$ cat config.mk
export PLATFORM = sky130hd
export DESIGN_NAME = rc_master_qp_gen
export DESIGN_NICKNAME = d
export VERILOG_FILES = /design/src/rtl/vdcm_rc_pkg.sv /design/src/rtl/rc_zone_classify.sv /design/src/rtl/rc_master_qp_gen.sv
export SDC_FILE = /design/constraint.sdc
export NUM_CORES = 1
export LEC_CHECK = 0
export ABC_AREA = 1
export ABC_CLOCK_PERIOD_IN_PS = 6930
export CELL_PAD_IN_SITES_DETAIL_PLACEMENT = 1
export CELL_PAD_IN_SITES_GLOBAL_PLACEMENT = 1
export CORE_ASPECT_RATIO = 0.75
export CORE_MARGIN = 2
export CORE_UTILIZATION = 42
export CTS_CLUSTER_SIZE = 10
export DETAILED_ROUTE_END_ITERATION = 16
export PLACE_DENSITY = 0.83
export SKIP_CTS_REPAIR_TIMING = 1
export SYNTH_ARGS = -nofsm -noshare
export SYNTH_HDL_FRONTEND = slang
export SYNTH_SLANG_ARGS = --single-unit
$ cat constraint.sdc
create_clock -name clk -period 6.93 [get_ports clk]
set_input_delay 1.386 -clock clk [delete_from_list [all_inputs] [get_ports clk]]
set_output_delay 1.386 -clock clk [all_outputs]
set_load 0.02 [all_outputs]
$ cat src/rtl/vdcm_rc_pkg.sv
// Shared rate-control constants and helpers: QP limits, minQp by
// bits-per-component, zone base deltas and panic threshold shift.
package vdcm_rc_pkg;

    localparam logic signed [8:0] MAX_QP      = 9'sd72;
    localparam int                PANIC_SHIFT = 4;
    localparam logic signed [3:0] PANIC_DELTA = 4'sd4;

    typedef enum logic [1:0] {
        RC_IDLE = 2'd0,
        RC_FULL = 2'd1,
        RC_QP   = 2'd2
    } rc_state_e;

    // bpc code 3 shares the 12-bit entry
    function automatic logic signed [8:0] min_qp(input logic [1:0] bpc);
        logic signed [8:0] m;
        unique case (bpc)
            2'd0:    m = 9'sd16;
            2'd1:    m = 9'sd0;
            default: m = -9'sd16;
        endcase
        return m;
    endfunction

    function automatic logic signed [3:0] zone_base(input logic [1:0] zone);
        logic signed [3:0] d;
        unique case (zone)
            2'd0: d = -4'sd2;
            2'd1: d = -4'sd1;
            2'd2: d = 4'sd0;
            2'd3: d = 4'sd1;
        endcase
        return d;
    endfunction

    function automatic logic [7:0] qp_clamp(input logic signed [8:0] v,
                                            input logic [1:0] bpc);
        logic signed [8:0] lo;
        logic signed [8:0] res;
        lo = min_qp(bpc);
        if (v < lo)
            res = lo;
        else if (v > MAX_QP)
            res = MAX_QP;
        else
            res = v;
        return res[7:0];
    endfunction

endpackage

$ cat src/rtl/rc_zone_classify.sv
// Buffer fullness zone classifier (combinational).
// Ports: i_fullness, i_buf_size in; o_zone (0..3), o_panic out.
module rc_zone_classify
    import vdcm_rc_pkg::*;
#(
    parameter int FULL_W = 16
) (
    input  logic [FULL_W-1:0] i_fullness,
    input  logic [FULL_W-1:0] i_buf_size,
    output logic [1:0]        o_zone,
    output logic              o_panic
);

    logic [FULL_W-1:0] w_q1;
    logic [FULL_W-1:0] w_q2;
    logic [FULL_W-1:0] w_q3;
    logic [FULL_W-1:0] w_pan;

    assign w_q1  = i_buf_size >> 2;
    assign w_q2  = i_buf_size >> 1;
    assign w_q3  = i_buf_size - (i_buf_size >> 2);
    assign w_pan = i_buf_size - (i_buf_size >> PANIC_SHIFT);

    always_comb begin
        o_zone = 2'd3;
        if (i_fullness < w_q1)
            o_zone = 2'd0;
        else if (i_fullness < w_q2)
            o_zone = 2'd1;
        else if (i_fullness < w_q3)
            o_zone = 2'd2;
    end

    assign o_panic = (i_fullness >= w_pan);

endmodule

$ cat src/rtl/rc_master_qp_gen.sv
// Rate-control master QP generator: tracks buffer fullness per coded
// block and steps masterQp by zone, budget error and panic state.
// Ports: clk, rst (async high); static config bits_per_component_coded,
// target_bits, buffer_size; slice init init_fullness, init_qp,
// slice_start; block_bits/valid/ready handshake; masterQp,
// masterQp_valid, rc_fullness outputs.
module rc_master_qp_gen
    import vdcm_rc_pkg::*;
#(
    parameter int BITS_W = 12,
    parameter int FULL_W = 16
) (
    input  logic              clk,
    input  logic              rst,
    input  logic [1:0]        bits_per_component_coded,
    input  logic [BITS_W-1:0] target_bits,
    input  logic [FULL_W-1:0] buffer_size,
    input  logic [FULL_W-1:0] init_fullness,
    input  logic [7:0]        init_qp,
    input  logic              slice_start,
    input  logic [BITS_W-1:0] block_bits,
    input  logic              block_bits_valid,
    output logic              block_bits_ready,
    output logic [7:0]        masterQp,
    output logic              masterQp_valid,
    output logic [FULL_W-1:0] rc_fullness
);

    localparam int SUM_W = FULL_W + 2;

    rc_state_e r_state;
    rc_state_e w_next_state;
    logic      w_accept;

    logic [BITS_W-1:0] r_bits;
    logic [FULL_W-1:0] r_full;
    logic [7:0]        r_qp;
    logic              r_valid;

    logic signed [SUM_W-1:0] w_sum;
    logic signed [SUM_W-1:0] w_bsz_ext;
    logic [FULL_W-1:0]       w_full_next;

    logic [1:0]              w_zone;
    logic                    w_panic;
    logic signed [BITS_W:0]  w_diff;
    logic signed [BITS_W:0]  w_thr;
    logic signed [3:0]       w_adj;
    logic signed [3:0]       w_delta;
    logic signed [8:0]       w_qp_sum;
    logic [7:0]              w_qp_next;

    // ---------------- FSM ----------------
    always_ff @(posedge clk or posedge rst) begin
        if (rst)
            r_state <= RC_IDLE;
        else
            r_state <= w_next_state;
    end

    always_comb begin
        w_next_state = r_state;
        w_accept     = 1'b0;
        if (slice_start) begin
            // slice start wins; a block offered now is dropped
            w_next_state = RC_IDLE;
        end else begin
            case (r_state)
                RC_IDLE: begin
                    if (block_bits_valid) begin
                        w_accept     = 1'b1;
                        w_next_state = RC_FULL;
                    end
                end
                RC_FULL: w_next_state = RC_QP;
                RC_QP:   w_next_state = RC_IDLE;
                default: w_next_state = RC_IDLE;
            endcase
        end
    end

    // ---------------- fullness update ----------------
    assign w_sum = $signed({2'b00, r_full})
                 + $signed({{(SUM_W-BITS_W){1'b0}}, r_bits})
                 - $signed({{(SUM_W-BITS_W){1'b0}}, target_bits});
    assign w_bsz_ext = $signed({2'b00, buffer_size});

    always_comb begin
        w_full_next = w_sum[FULL_W-1:0];
        if (w_sum < 0)
            w_full_next = '0;
        else if (w_sum > w_bsz_ext)
            w_full_next = buffer_size;
    end

    // ---------------- QP step ----------------
    // r_full already holds the updated fullness when state is QP
    rc_zone_classify #(
        .FULL_W(FULL_W)
    ) u_zone (
        .i_fullness(r_full),
        .i_buf_size(buffer_size),
        .o_zone    (w_zone),
        .o_panic   (w_panic)
    );

    assign w_diff = $signed({1'b0, r_bits}) - $signed({1'b0, target_bits});
    assign w_thr  = $signed({1'b0, target_bits >> 2});

    always_comb begin
        w_adj = 4'sd0;
        if (w_diff > w_thr)
            w_adj = 4'sd1;
        else if (w_diff < -w_thr)
            w_adj = -4'sd1;
    end

    assign w_delta   = w_panic ? PANIC_DELTA : zone_base(w_zone) + w_adj;
    assign w_qp_sum  = $signed({r_qp[7], r_qp})
                     + $signed({{5{w_delta[3]}}, w_delta});
    assign w_qp_next = qp_clamp(w_qp_sum, bits_per_component_coded);

    // ---------------- datapath registers ----------------
    always_ff @(posedge clk or posedge rst) begin
        if (rst) begin
            r_bits  <= '0;
            r_full  <= '0;
            r_qp    <= '0;
            r_valid <= 1'b0;
        end else begin
            r_valid <= 1'b0;
            if (slice_start) begin
                r_full  <= init_fullness;
                r_qp    <= qp_clamp($signed({init_qp[7], init_qp}),
                                    bits_per_component_coded);
                r_valid <= 1'b1;
            end else begin
                if (w_accept)
                    r_bits <= block_bits;
                if (r_state == RC_FULL)
                    r_full <= w_full_next;
                if (r_state == RC_QP) begin
                    r_qp    <= w_qp_next;
                    r_valid <= 1'b1;
                end
            end
        end
    end

    assign block_bits_ready = (r_state == RC_IDLE);
    assign masterQp         = r_qp;
    assign masterQp_valid   = r_valid;
    assign rc_fullness      = r_full;

endmodule

* Word-level counts from Yosys, hierarchy flattened *
Index checks and enable logic that the tools add are counted.

word-level totals
  register bits after elaboration = 39
  bits in latches = 0
  RAM bits = 0
  ROM bits = 0
  input bits = 70
  output and inout bits = 26
  memories kept = 0

cells by class
  add/sub/neg operators = 8
  multipliers = 0
  divide/modulo/power cells = 0
  $lt $le $gt $ge = 12
  eq/ne operators = 7
  shift-type cells = 0
  multiplexer cells = 27
  bitwise operators = 1
  reductions and logical operators = 6

operator list
  cell                                                            number
  2-to-1 mux 16 bit                                               4
  2-to-1 mux 8 bit                                                6
  greater-than comparator 18 x 17 -> 1 bit                        1
  < comparator 18 x 1 -> 1 bit (second input constant)            1
  case mux 9 bit (2 select lines)                                 1
  subtractor 17 x 12 -> 18 bit                                    1
  adder 16 x 12 -> 17 bit                                         1
  >= comparator 16 bit                                            1
  < comparator 16 x 14 -> 1 bit                                   1
  < comparator 16 x 15 -> 1 bit                                   1
  < comparator 16 bit                                             1
  case mux 4 bit (4 select lines)                                 1
  subtractor 16 x 12 -> 16 bit                                    1
  subtractor 16 x 14 -> 16 bit                                    1
  greater-than comparator 13 x 11 -> 1 bit                        1
  < comparator 13 bit                                             1
  negator 10 -> 13 bit                                            1
  subtractor 12 x 12 -> 13 bit                                    1
  2-to-1 mux 4 bit                                                3
  adder 8 x 4 -> 9 bit                                            1
  greater-than comparator 9 x 8 -> 1 bit (second input constant)  1
  < comparator 8 x 9 -> 1 bit                                     1
  < comparator 9 bit                                              1
  2-to-1 mux 9 bit                                                1
  other kinds (12)                                                27

* Longest topological paths before layout *
  depth after elaboration = 15
  gate-level depth with buffers = 46
  depth with buffers taken out = 46

* By module *
From an unflattened synthesis, not the netlist that was laid out.

unflattened totals
  cells, all modules = 1344
  area, all modules = 8585.7 um2

by module, submodules not included
  module            times used  cells an instance  area an instance (um2)  sequential area each (um2)
  rc_master_qp_gen  1           905                5789.3                  975.9
  rc_zone_classify  1           439                2796.4                  0.0

* Worst setup path after synthesis *
Ideal clock, no wire load.

  path type = in2reg
  start point = input target_bits[0]
  end point = register r_qp[5] (netlist: masterQp[5])
  library setup time = 117 ps
  data arrival time = 6195 ps
  required time = 6813 ps
  path slack = 619 ps
  stages on the path = 39
  cell sequence = ha_1 fa_1 o21ai_0 xor2_1 inv_1 ha_1 a21oi_1 o21ai_0 o21ai_0 nand2_1 nand2_1 nand2_1 nand2_1 nand3b_1 nand2_1 nand3_1 nand2_1 nand2_1 [3 not listed] ha_1 nand2_1 inv_1 nand4_1 nand3_1 nand2_1 a22oi_1 inv_1 ha_1 inv_1 nor3_1 nand2_1 nand2_2 inv_1 nand2_1 nand3_1 nand2_1 nand2_1

on the way
  cells in the longest elaborated chain, start to end = 12
  elaborated cells between the ends (all ways) = 14

RTL lines
  item                                    line                     source
  start: declaration                      rc_master_qp_gen.sv:16   input logic [BITS_W-1:0] target_bits,
  subtractor 12 x 12 -> 13 bit *          rc_master_qp_gen.sv:107  assign w_diff = $signed({1'b0, r_bits}) - $signed({1'b0, target_bits});
  < comparator 13 bit                     rc_master_qp_gen.sv:114  else if (w_diff < -w_thr)
  2-to-1 mux 4 bit                        rc_master_qp_gen.sv:114
  2-to-1 mux 4 bit *                      rc_master_qp_gen.sv:112  if (w_diff > w_thr)
  adder 4 bit *                           rc_master_qp_gen.sv:118  assign w_delta = w_panic ? PANIC_DELTA : zone_base(w_zone) + w_adj;
  2-to-1 mux 4 bit *                      rc_master_qp_gen.sv:118
  adder 8 x 4 -> 9 bit *                  rc_master_qp_gen.sv:120  + $signed({{5{w_delta[3]}}, w_delta});
  greater-than comparator 9 x 8 -> 1 bit  vdcm_rc_pkg.sv:44        else if (v > MAX_QP)
  2-to-1 mux 8 bit                        vdcm_rc_pkg.sv:44
  2-to-1 mux 8 bit *                      vdcm_rc_pkg.sv:42        if (v < lo)
  2-to-1 mux 8 bit *                      rc_master_qp_gen.sv:142  if (r_state == RC_QP) begin
  2-to-1 mux 8 bit *                      rc_master_qp_gen.sv:132  if (slice_start) begin
  end signal: assignment                  rc_master_qp_gen.sv:134  r_qp <= qp_clamp($signed({init_qp[7], init_qp}),
  end signal: assignment                  rc_master_qp_gen.sv:143  r_qp <= w_qp_next;
  end: declaration                        rc_master_qp_gen.sv:37   logic [7:0] r_qp;

Mark *: on every way between the ends. The rest lies on a longest branch, timed or not. The select of a mux whose other input is x is not followed.
A chain may end at the register's enable or synchronous reset.

* Worst setup path in the final report *
  start point = input target_bits[0]
  end point = register r_qp[7] (netlist: masterQp[7])

Same word-level chain as after synthesis.

==> flow_metrics.tcl <==
set metrics [dict create \
    worst-r2r-setup-slack_ps 790 \
    dr.first_iter.drc_count 718 \
    setup.worst_path.start "target_bits[0]" \
    core_area_mm2 0.0192 \
    worst_setup_path_start_kind "primary input" \
    synth_fp_nets 1457 \
    finalSetupViolCount 8 \
    dr.pass1.iters 5 \
    detailed_routed_wire_length_on_met3_mm 1.48 \
    power_per_cell_area_mw_per_mm2 354 \
    global_route.overflow_total 0 \
    die_width_um 165 \
    area_growth_pct 37.4 \
    num_vias 9590 \
    drtAntennaViolNets 0 \
    worst_r2r_startpoint "r_bits[0]$_DFFE_PP0P_" \
    wl_met1_mm 14.5 \
    worst-path-max-fanout 5 \
    numPortBuffers 95 \
    run_status "finished, violations left" \
    yosys_register_bits 39 \
    worst_ep_arrival_time_ps 7500 \
    timing.final.crit_period_ps 7260 \
    synth_top_cells_by_area "sky130_fd_sc_hd__ha_1 (25%), sky130_fd_sc_hd__nand2_1 (12%), sky130_fd_sc_hd__dfrtp_1 (12%)" \
    per_cell_routed_wire_length_um 20.1 \
    synthDistinctLibCells 48 \
    min_period_over_period_pct 105 \
    ys_seq_area_share_pct 11.9 \
    floorplan.rows 44 \
    chipHeight_um 125 \
    clkTransAtPathRegs_ps 70 \
    route.met2.wl_mm 16.8 \
    worst_hold_startpoint "masterQp[3]$_DFFE_PP0P_" \
    hold_path.class "flip-flop to flip-flop" \
    gpl.final_weighted_congestion 0.851 \
    avgSynthCellArea_um2 6.80 \
    final_hold_viol_count 0 \
    final_cells 1698 \
    cts_root_buffer "sky130_fd_sc_hd__clkbuf_16" \
    slowest_delay_ps 520 \
    die_area_mm2 0.0206 \
    layout.cells.most_common_list "sky130_fd_sc_hd__nand2_1 (253), sky130_fd_sc_hd__inv_1 (206), sky130_fd_sc_hd__ha_1 (146), sky130_fd_sc_hd__buf_4 (146), sky130_fd_sc_hd__a21oi_1 (88)" \
    synth_edf_count 0 \
    setup_tns_ps -2050 \
    postSynth.asyncResetShare_pct 100 \
    crit_path_end_kind "flip-flop" \
    maxCapViolations 0 \
    dp.final_hpwl_mm 24.1 \
    floorplan.initialDensity_pct 42.6 \
    cts_buffer_depth 2 \
    top_signal_layer_used "met4" \
    static-leakage-power_nw 6.04 \
    synth.largest_area_cell "sky130_fd_sc_hd__ha_1" \
    first_global_vias 9739 \
    final_core_utilization_pct 58.6 \
    worst_ep_required_ps 7170 \
    filler_cell_count 2452 \
    crit_path_frequent_cell "sky130_fd_sc_hd__nand2_1" \
    ioPinCount 96 \
    worst_hold_slack_ps 591 \
    largest_net_degree_at_the_start_of_global_routing 40 \
    initial_antenna_violation_count 0 \
    viasPerCell 5.65 \
    max-slew-margin-rel_pct 31.2 \
    cts.sink_count 39 \
    postSynth.topFlopCell "sky130_fd_sc_hd__dfrtp_1" \
    wl_mm 34.1 \
    layout_commonest_cell "sky130_fd_sc_hd__nand2_1" \
    tightest_slew_ps 1030 \
    crit_slowest_cell "sky130_fd_sc_hd__fa_2" \
    clock_skew_ps 8.37 \
    timing_max_transition_violations_final 0 \
    groute.usage.overall_pct 28.0 \
    timing_worst_setup_path_type "primary input to flip-flop" \
    vdd_ir_drop_max_uv 179 \
    n_antenna_cell 0 \
    p_total_mw 3.98 \
    tritoncts "built" \
    fmax_mhz 138 \
    total_clock_buffers_created_by_cts 5 \
    numPlacedInstances 1678 \
    yosys_warnings 0 \
    drc_errors 0 \
    synth_cells 1204 \
    violations "negative setup slack" \
    maximum_level_of_the_cts_h_tree 2 \
    wire_length_of_the_first_global_routing_pass_mm 46.5 \
    clk_latency_ps 310 \
    postLayoutSetupSlackWorst_ps -329 \
    synth_area_mm2 0.00819 \
    synth.top_cell.area_share_pct 25.4 \
    post_route_cells_drive_above_1_share_pct 20.8 \
    fin_nets 1697 \
]
## stage by stage
step                      worst slack (ps)  area (um2)
after global routing                  -524       11300
final                                 -329       11300
after floorplan                        619        8190
after detailed placement              -769       10400
after global placement                -268       10400
after CTS                             -455       10600
## synth_stat cells (3+ instances only)
cell type / instances
sky130_fd_sc_hd__nand2_1: 269
sky130_fd_sc_hd__dfrtp_1: 39
sky130_fd_sc_hd__fa_1: 17
sky130_fd_sc_hd__xor2_1: 39
sky130_fd_sc_hd__a21oi_1: 100
sky130_fd_sc_hd__xnor2_1: 15
sky130_fd_sc_hd__nor3_1: 23
sky130_fd_sc_hd__a21o_1: 8
sky130_fd_sc_hd__o21ai_1: 3
sky130_fd_sc_hd__o21ai_0: 49
sky130_fd_sc_hd__a22oi_1: 3
sky130_fd_sc_hd__o2111ai_1: 3
sky130_fd_sc_hd__nand2_4: 6
sky130_fd_sc_hd__o31ai_1: 3
sky130_fd_sc_hd__nor2_1: 69
sky130_fd_sc_hd__nand3_2: 12
sky130_fd_sc_hd__o21bai_1: 5
sky130_fd_sc_hd__nand3_1: 65
sky130_fd_sc_hd__a31oi_1: 9
sky130_fd_sc_hd__inv_1: 220
sky130_fd_sc_hd__ha_1: 166
sky130_fd_sc_hd__o21a_1: 7
sky130_fd_sc_hd__nand3b_1: 4
sky130_fd_sc_hd__nand4_1: 19
sky130_fd_sc_hd__nand2_2: 12
sky130_fd_sc_hd__a211oi_1: 4
sky130_fd_sc_hd__clkbuf_1: 5
sky130_fd_sc_hd__o211ai_1: 6
## worst max-delay path, delay by kind of cell
kind                       cells  cell delay, ps
AOI/OAI and AO/OA              4             790
buffers and inverters          6             950
and+or+nand+nor               22            2050
adders and majority gates      7            2110
xor gates and xnor gates       1             220
## cell type report
| class | count | area [um2] | area share, % |
|---|---|---|---|
| multi-input combinational | 934 | 6840 | 60.8 |
| timing repair buffer | 242 | 2090 | 18.6 |
| sequential | 39 | 976 | 8.67 |
| inverter | 222 | 836 | 7.43 |
| tap | 253 | 317 | 2.81 |
| clock buffer | 5 | 125 | 1.11 |
| clock inverter | 3 | 67.6 | 0.601 |
## flip-flops by register name (all words and copies together) (netlist names)
register and count:
masterQp 8, masterQp_valid 1, r_bits 12, r_state 2, rc_fullness 16
## final timing paths
| kind | end | depth (start not counted) |
|---|---|---|
| setup / recovery | masterQp[7]$_DFFE_PP0P_ | 40 |
| hold / removal | masterQp[3]$_DFFE_PP0P_ | 2 |
| setup reg to reg | masterQp[7]$_DFFE_PP0P_ | 40 |
| hold reg to reg | masterQp[3]$_DFFE_PP0P_ | 2 |
| max in group asynchronous | rc_fullness[4]$_DFFE_PP0P_ | 3 |
| min in group asynchronous | r_bits[10]$_DFFE_PP0P_ | 3 |
## per-layer routing
layer,up-vias,track usage [%]
met5,-,0
li1,4462,-
met2,306,48.8
met4,0,9.46
met1,4722,35.9
met3,100,2.96
## cell families after synthesis
kind of cell	share of synthesized area, %
fa+ha+maj	29.5
compound gates	14.8
flops	11.9
simple gates	27.0
buf+inv	11.0
xor+xnor	5.78
## report_power, final
| group | internal, mW | switching, mW | total [mW] |
|---|---|---|---|
| sequential | 0.275 | 0.0898 | 0.365 |
| clock | 0.207 | 0.119 | 0.326 |
| combinational | 1.36 | 1.93 | 3.29 |
No activity file was read; power rests on OpenSTA's default activity.
